**src/rtl/trig_pulse_gen_pkg.sv**
```systemverilog
// Shared types and constants for the trigger pulse generator.
// Holds the FSM encoding, default field width and the miss-counter helper.
package trig_pulse_gen_pkg;

   localparam int TPG_CW  = 16;
   localparam int MISS_CW = 8;

   typedef enum logic [2:0] {
      ST_IDLE  = 3'd0,
      ST_DELAY = 3'd1,
      ST_PULSE = 3'd2,
      ST_HOLD  = 3'd3,
      ST_DONE  = 3'd4
   } tpg_state_t;

   // Saturating increment; the miss counter sticks at all-ones.
   function automatic logic [MISS_CW-1:0] miss_sat_inc(input logic [MISS_CW-1:0] v);
      logic [MISS_CW-1:0] r;
      if (v == {MISS_CW{1'b1}}) begin
         r = v;
      end else begin
         r = v + {{(MISS_CW-1){1'b0}}, 1'b1};
      end
      return r;
   endfunction

endpackage

```
**src/rtl/trig_pulse_gen_downcnt.sv**
```systemverilog
// Loadable down-counter shared by the DELAY, PULSE and HOLD phases.
// Load has priority over decrement; is_one flags the last clock of a phase.
module trig_pulse_gen_downcnt #(
   parameter int CW = 16
) (
   input  logic          clk,
   input  logic          rst_n,
   input  logic          load,
   input  logic          dec,
   input  logic [CW-1:0] load_val,
   output logic          is_one
);

   localparam logic [CW-1:0] ONE_CW = {{(CW-1){1'b0}}, 1'b1};

   logic [CW-1:0] cnt_r;

   // Counter register: load a new phase length or count down.
   always_ff @(posedge clk or negedge rst_n) begin
      if (!rst_n) begin
         cnt_r <= {CW{1'b0}};
      end else if (load) begin
         cnt_r <= load_val;
      end else if (dec) begin
         cnt_r <= cnt_r - ONE_CW;
      end else begin
         cnt_r <= cnt_r;
      end
   end

   assign is_one = (cnt_r == ONE_CW);

endmodule

```
**src/rtl/trig_pulse_gen.sv**
```systemverilog
// Trigger pulse generator: rising-edge detect on TRIG, delay/width/holdoff gate FSM,
// accepted-trigger counter and missed-trigger tracking.
module trig_pulse_gen
   import trig_pulse_gen_pkg::*;
#(
   parameter int CW = TPG_CW
) (
   input  logic               C,
   input  logic               RN,
   input  logic               TRIG,
   input  logic               EN,
   input  logic               ONESHOT,
   input  logic [CW-1:0]      DLY,
   input  logic [CW-1:0]      WID,
   input  logic [CW-1:0]      HLD,
   input  logic               CLR,
   output logic               GATE,
   output logic               BUSY,
   output logic [CW-1:0]      TRIG_CNT,
   output logic               MISS,
   output logic [MISS_CW-1:0] MISS_CNT
);

   localparam logic [CW-1:0]      ZERO_CW = {CW{1'b0}};
   localparam logic [CW-1:0]      ONE_CW  = {{(CW-1){1'b0}}, 1'b1};
   localparam logic [MISS_CW-1:0] ZERO_M  = {MISS_CW{1'b0}};
   localparam logic [MISS_CW-1:0] ONE_M   = {{(MISS_CW-1){1'b0}}, 1'b1};

   function automatic logic [CW-1:0] wid_eff(input logic [CW-1:0] w);
      logic [CW-1:0] r;
      if (w == ZERO_CW) begin
         r = ONE_CW;
      end else begin
         r = w;
      end
      return r;
   endfunction

   tpg_state_t          state_r, state_s, exit_state_s;
   logic                trig_d_r;
   logic                rise_s, accept_s, miss_s;
   logic [CW-1:0]       wid_r, hld_r;
   logic                cnt_load_s, cnt_dec_s, cnt_one_s;
   logic [CW-1:0]       cnt_val_s;
   logic                gate_r, busy_r, miss_r;
   logic [CW-1:0]       trig_cnt_r;
   logic [MISS_CW-1:0]  miss_cnt_r;

   // trig_d resets low so a TRIG already high at reset release counts as a rise.
   assign rise_s       = TRIG & ~trig_d_r;
   assign accept_s     = EN & rise_s & (state_r == ST_IDLE);
   assign miss_s       = EN & rise_s & (state_r != ST_IDLE);
   assign exit_state_s = ONESHOT ? ST_DONE : ST_IDLE;

   trig_pulse_gen_downcnt #(.CW(CW)) u_cnt (
      .clk      (C),
      .rst_n    (RN),
      .load     (cnt_load_s),
      .dec      (cnt_dec_s),
      .load_val (cnt_val_s),
      .is_one   (cnt_one_s)
   );

   // Next-state and phase-counter control.
   always_comb begin
      state_s    = state_r;
      cnt_load_s = 1'b0;
      cnt_dec_s  = 1'b0;
      cnt_val_s  = ZERO_CW;
      if (!EN) begin
         state_s = ST_IDLE;
      end else begin
         case (state_r)
            ST_IDLE: begin
               if (rise_s) begin
                  cnt_load_s = 1'b1;
                  if (DLY == ZERO_CW) begin
                     state_s   = ST_PULSE;
                     cnt_val_s = wid_eff(WID);
                  end else begin
                     state_s   = ST_DELAY;
                     cnt_val_s = DLY;
                  end
               end else begin
                  state_s = ST_IDLE;
               end
            end
            ST_DELAY: begin
               if (cnt_one_s) begin
                  state_s    = ST_PULSE;
                  cnt_load_s = 1'b1;
                  cnt_val_s  = wid_r;
               end else begin
                  cnt_dec_s = 1'b1;
               end
            end
            ST_PULSE: begin
               if (cnt_one_s) begin
                  if (hld_r != ZERO_CW) begin
                     state_s    = ST_HOLD;
                     cnt_load_s = 1'b1;
                     cnt_val_s  = hld_r;
                  end else begin
                     state_s = exit_state_s;
                  end
               end else begin
                  cnt_dec_s = 1'b1;
               end
            end
            ST_HOLD: begin
               if (cnt_one_s) begin
                  state_s = exit_state_s;
               end else begin
                  cnt_dec_s = 1'b1;
               end
            end
            ST_DONE: begin
               state_s = ST_DONE;
            end
            default: begin
               state_s = ST_IDLE;
            end
         endcase
      end
   end

   // State, edge history and working copies of the width/holdoff fields.
   always_ff @(posedge C or negedge RN) begin
      if (!RN) begin
         state_r  <= ST_IDLE;
         trig_d_r <= 1'b0;
         wid_r    <= ONE_CW;
         hld_r    <= ZERO_CW;
      end else begin
         state_r  <= state_s;
         trig_d_r <= TRIG;
         if (accept_s) begin
            wid_r <= wid_eff(WID);
            hld_r <= HLD;
         end else begin
            wid_r <= wid_r;
            hld_r <= hld_r;
         end
      end
   end

   // Registered GATE/BUSY; EN low kills the gate on the same edge that aborts the cycle.
   always_ff @(posedge C or negedge RN) begin
      if (!RN) begin
         gate_r <= 1'b0;
         busy_r <= 1'b0;
      end else begin
         gate_r <= EN & (state_r == ST_PULSE);
         busy_r <= (state_r != ST_IDLE);
      end
   end

   // Accepted-trigger counter; CLR with a coincident accept leaves it at one.
   always_ff @(posedge C or negedge RN) begin
      if (!RN) begin
         trig_cnt_r <= ZERO_CW;
      end else if (CLR) begin
         trig_cnt_r <= accept_s ? ONE_CW : ZERO_CW;
      end else if (accept_s) begin
         trig_cnt_r <= trig_cnt_r + ONE_CW;
      end else begin
         trig_cnt_r <= trig_cnt_r;
      end
   end

   // Sticky miss flag and saturating miss counter.
   always_ff @(posedge C or negedge RN) begin
      if (!RN) begin
         miss_r     <= 1'b0;
         miss_cnt_r <= ZERO_M;
      end else if (CLR) begin
         miss_r     <= miss_s;
         miss_cnt_r <= miss_s ? ONE_M : ZERO_M;
      end else if (miss_s) begin
         miss_r     <= 1'b1;
         miss_cnt_r <= miss_sat_inc(miss_cnt_r);
      end else begin
         miss_r     <= miss_r;
         miss_cnt_r <= miss_cnt_r;
      end
   end

   assign GATE     = gate_r;
   assign BUSY     = busy_r;
   assign TRIG_CNT = trig_cnt_r;
   assign MISS     = miss_r;
   assign MISS_CNT = miss_cnt_r;

endmodule

```
**config.mk**
```make
export PLATFORM = sky130hd
export DESIGN_NAME = trig_pulse_gen
export DESIGN_NICKNAME = d
export VERILOG_FILES = /design/src/rtl/trig_pulse_gen_pkg.sv /design/src/rtl/trig_pulse_gen_downcnt.sv /design/src/rtl/trig_pulse_gen.sv
export SDC_FILE = /design/constraint.sdc
export NUM_CORES = 1
export LEC_CHECK = 0
export CAP_MARGIN = 20
export CORE_ASPECT_RATIO = 0.7
export CORE_MARGIN = 4
export CORE_UTILIZATION = 53
export DETAILED_ROUTE_END_ITERATION = 6
export GPL_ROUTABILITY_DRIVEN = 0
export GPL_TIMING_DRIVEN = 1
export PLACE_DENSITY_LB_ADDON = 0.2
export REMOVE_ABC_BUFFERS = 1
export SLEW_MARGIN = 15
export SYNTH_ARGS = -nofsm -noshare
export SYNTH_HDL_FRONTEND = slang
export SYNTH_SLANG_ARGS = --single-unit
```
**constraint.sdc**
```tcl
create_clock -name C -period 3.37 [get_ports C]
set_clock_uncertainty 0.2 [all_clocks]
set_input_delay 1.011 -clock C [delete_from_list [all_inputs] [get_ports C]]
set_output_delay 1.011 -clock C [all_outputs]
set_load 0.02 [all_outputs]
```
==> metrics.cfg <==
[worst_setup_path]
cp_slowest_stage_delay_ns=0.52
r2r_cells=6
crit_path_top_delay_cell=clkdlybuf4s50_1
path_class=in2reg
timing.rr.end=u_cnt.cnt_r[15]
crit_end=u_cnt.cnt_r[1]
cp-startpoint=TRIG
rrSetupSlack_ns=0.44
worstPathArrival_ns=2.94
path_cells=clkdlybuf4s50_1 > or3b_4 > buf_4 > a31o_2 > a211oi_1 > a221oi_1
worstPathRequired_ns=3.36
cp-start-kind=input port
crit_fanout=16
timing.rr.start=hld_r[4]
endpoint_kind=flip-flop

[yosys]
synth_fa_ha_area_frac=0.0119
synth_edf_count=0
synth_seq_cells=79
synth_top_area_frac=0.462
synthesis.area_um2=4220
yosys-top-cells-area=dfrtp_1 (46%), nand2_1 (11%), nor2_1 (3.8%)
yosysTopAreaCell=dfrtp_1
synth-async-reset-ratio=1.00
synth_xor_area_frac=0.0498
synth_cells=483
ys_warn_count=0
synth-main-ff-cell=dfrtp_1
ys_types=60
yosysSeqAreaShare=0.468
synth_compound_area_frac=0.151
avgSynthCellArea_um2=8.74
yosys.area_share.simple=0.278
muxShareOfSynthArea=0.00267
synth_top_family_by_area=simple AND/OR/NAND/NOR gates

[timing]
min_period_ns=2.95
worst_slew_pin_slew_ns=0.771
hold_viol=0
max_freq_ghz=0.339
max_slew_margin=0.485
setup_viol=0
fin_setup_tns_ns=0
slew_violations=0
hold_ws_ns=0.278
rsz0062_at_grt=false
fin_crit_sh=0.875

[floorplan]
design.core.area_um2=7510
die_x_um=115
die-area_um2=9480
initial_core_util=0.562
ioPinCount=81
die_h_um=82.7
rows=26

[clock_tree]
postCtsSetupBuffers=0
numCtsBuffers=9
cts_tree=built
ctsRootBufferMaster=clkbuf_16
clkSinkCount=79
clkLatencyLatePin_ns=0.34
htree_levels=3
clk_path_buf_depth=2
cts_hold_buf=0
clk_pin_slew_ns=0.06
ctsResizeCount=0

[layout]
stdcell_count=669
drive_gt1_frac=0.0771
synthToLayoutAreaGrowth_pct=30.4
n_antenna_cell=0
nets=624

[placed_design]
dp_cells=653
dp_hpwl_um=8790
io_buffers=80

[route]
wl_per_cell_um=18.1
ant_nets=0
viasPerCell=6.08
drt_iter0_markers=457
dr.pass1.iters=5
drc=0
drt-total-wl_um=12100
vias=4067

[power_and_ir_drop]
finalPower_uw=3740
p_leak_uw=0.00238
power_density_nw_per_um2=680
vdd_drop_max_v=0.000393

[outcome]
status=complete, no violations

[grt]
grt_pass1_vias=3977
grt_max_degree=80
grt_pass1_wl_um=20100
grt_overflow_total=0
grt_use_total=0.274
antenna_found_initial=0

[run]
drv_cap=0

[worst_hold_path]
hp-class=reg2reg

[critical path, delay by kind of cell]
kind | cells | cell delay [ns]
AOI/OAI and AO/OA | 3 | 0.80
and+or+nand+nor | 1 | 0.40
buffers and inverters | 2 | 0.72
[cells in the final DEF (no fill, tap or decap), types with 5 or more instances in the layout]
cell             synthesis  final
a21oi_1                 29     29
a22oi_1                 11     11
and3_1                   7      7
buf_4                    3     15
clkbuf_16                0      9
clkdlybuf4s50_1          0     79
dfrtp_1                 78     78
inv_1                    8      8
nand2_1                121    121
nand2b_1                 5      5
nand3_1                  8      8
nand4_1                 11     11
nor2_1                  43     43
nor2b_1                  5      5
nor3_1                  11     11
nor4_1                  15     15
o21ai_0                  7      7
o22ai_1                 11     11
xnor2_1                  6      6
xor2_1                  18     18
[how the worst min path moves through the flow]
stage	cells after the start	start	endpoint	slack (ns)
floorplan	2	wid_r[0]	wid_r[0]	0.24
global placement	2	wid_r[0]	wid_r[0]	0.25
detailed placement	2	wid_r[11]	wid_r[11]	0.27
CTS	2	wid_r[6]	wid_r[6]	0.28
global route	2	wid_r[0]	wid_r[0]	0.30
finish	2	wid_r[14]	wid_r[14]	0.28
[metrics by stage]
| step | utilization | worst slack (ns) | area (µm²) |
|---|---|---|---|
| final | 0.733 | 0.423 | 5510 |
| after global routing | 0.733 | 0.361 | 5510 |
| after CTS | 0.733 | 0.495 | 5510 |
| after detailed placement | 0.689 | 0.149 | 5170 |
| after global placement | 0.689 | 0.124 | 5170 |
| after floorplan | - | 0.438 | 4090 |
[cells by family after synthesis]
| family | Yosys count |
|---|---|
| DFF | 79 |
| adders and majority gates | 4 |
| and+or+nand+nor | 248 |
| muxes | 1 |
| xor gates and xnor gates | 24 |
| buffers and inverters | 33 |
| AOI/OAI and AO/OA | 94 |
[power by group]
group	total (µW)	leakage [µW]	switching [µW]	internal (µW)
sequential	1550	0.00101	307	1240
combinational	1110	0.00121	632	478
clock	1080	0.000155	411	673
total	3740	0.00238	1350	2390
[sequential cells by signal, summed over array words and instances, names as in the netlist, 3 cells and up]
register	flops
MISS_CNT	8
state_r	3
u_cnt.cnt_r	16
TRIG_CNT	16
wid_r	16
hld_r	16
[routing by layer]
metal,up-vias,share of wire,track usage
met2,240,0.44,0.405
met5,-,0,0
met1,1946,0.44,0.395
li1,1873,-,-
met4,0,0.0064,0.0652
met3,8,0.12,0.0830
[cell type report]
type	instances	area, µm²
clock inverters	6	92.6
repair buffers	97	963
fillers	571	2010
inverters	8	30.0
well taps	98	123
flip-flops and latches	79	1980
clock buffers	10	239
multi-input cells	371	2080
[cells in the mapped netlist (all sizes together), types with 2 or more instances]
cell and count:
nand2 121, dfrtp 78, nor2 44, a21oi 29, xor2 18, nor4 15
clkbuf 14, a22oi 11, buf 11, nand4 11, nor3 11, o22ai 11
inv 8, nand3 8, o21ai 8, and3 7, xnor2 6, nand2b 5
nor2b 5, a211oi 4, ha 4, nor3b 4, o221ai 4, a21boi 3
a31oi 3, or2 3, or3 3, a211o 2, a22o 2, a311oi 2
a32oi 2, and2 2, and4 2, nand4b 2, nor4b 2, o311a 2
Power figures use the tool's default switching activity.
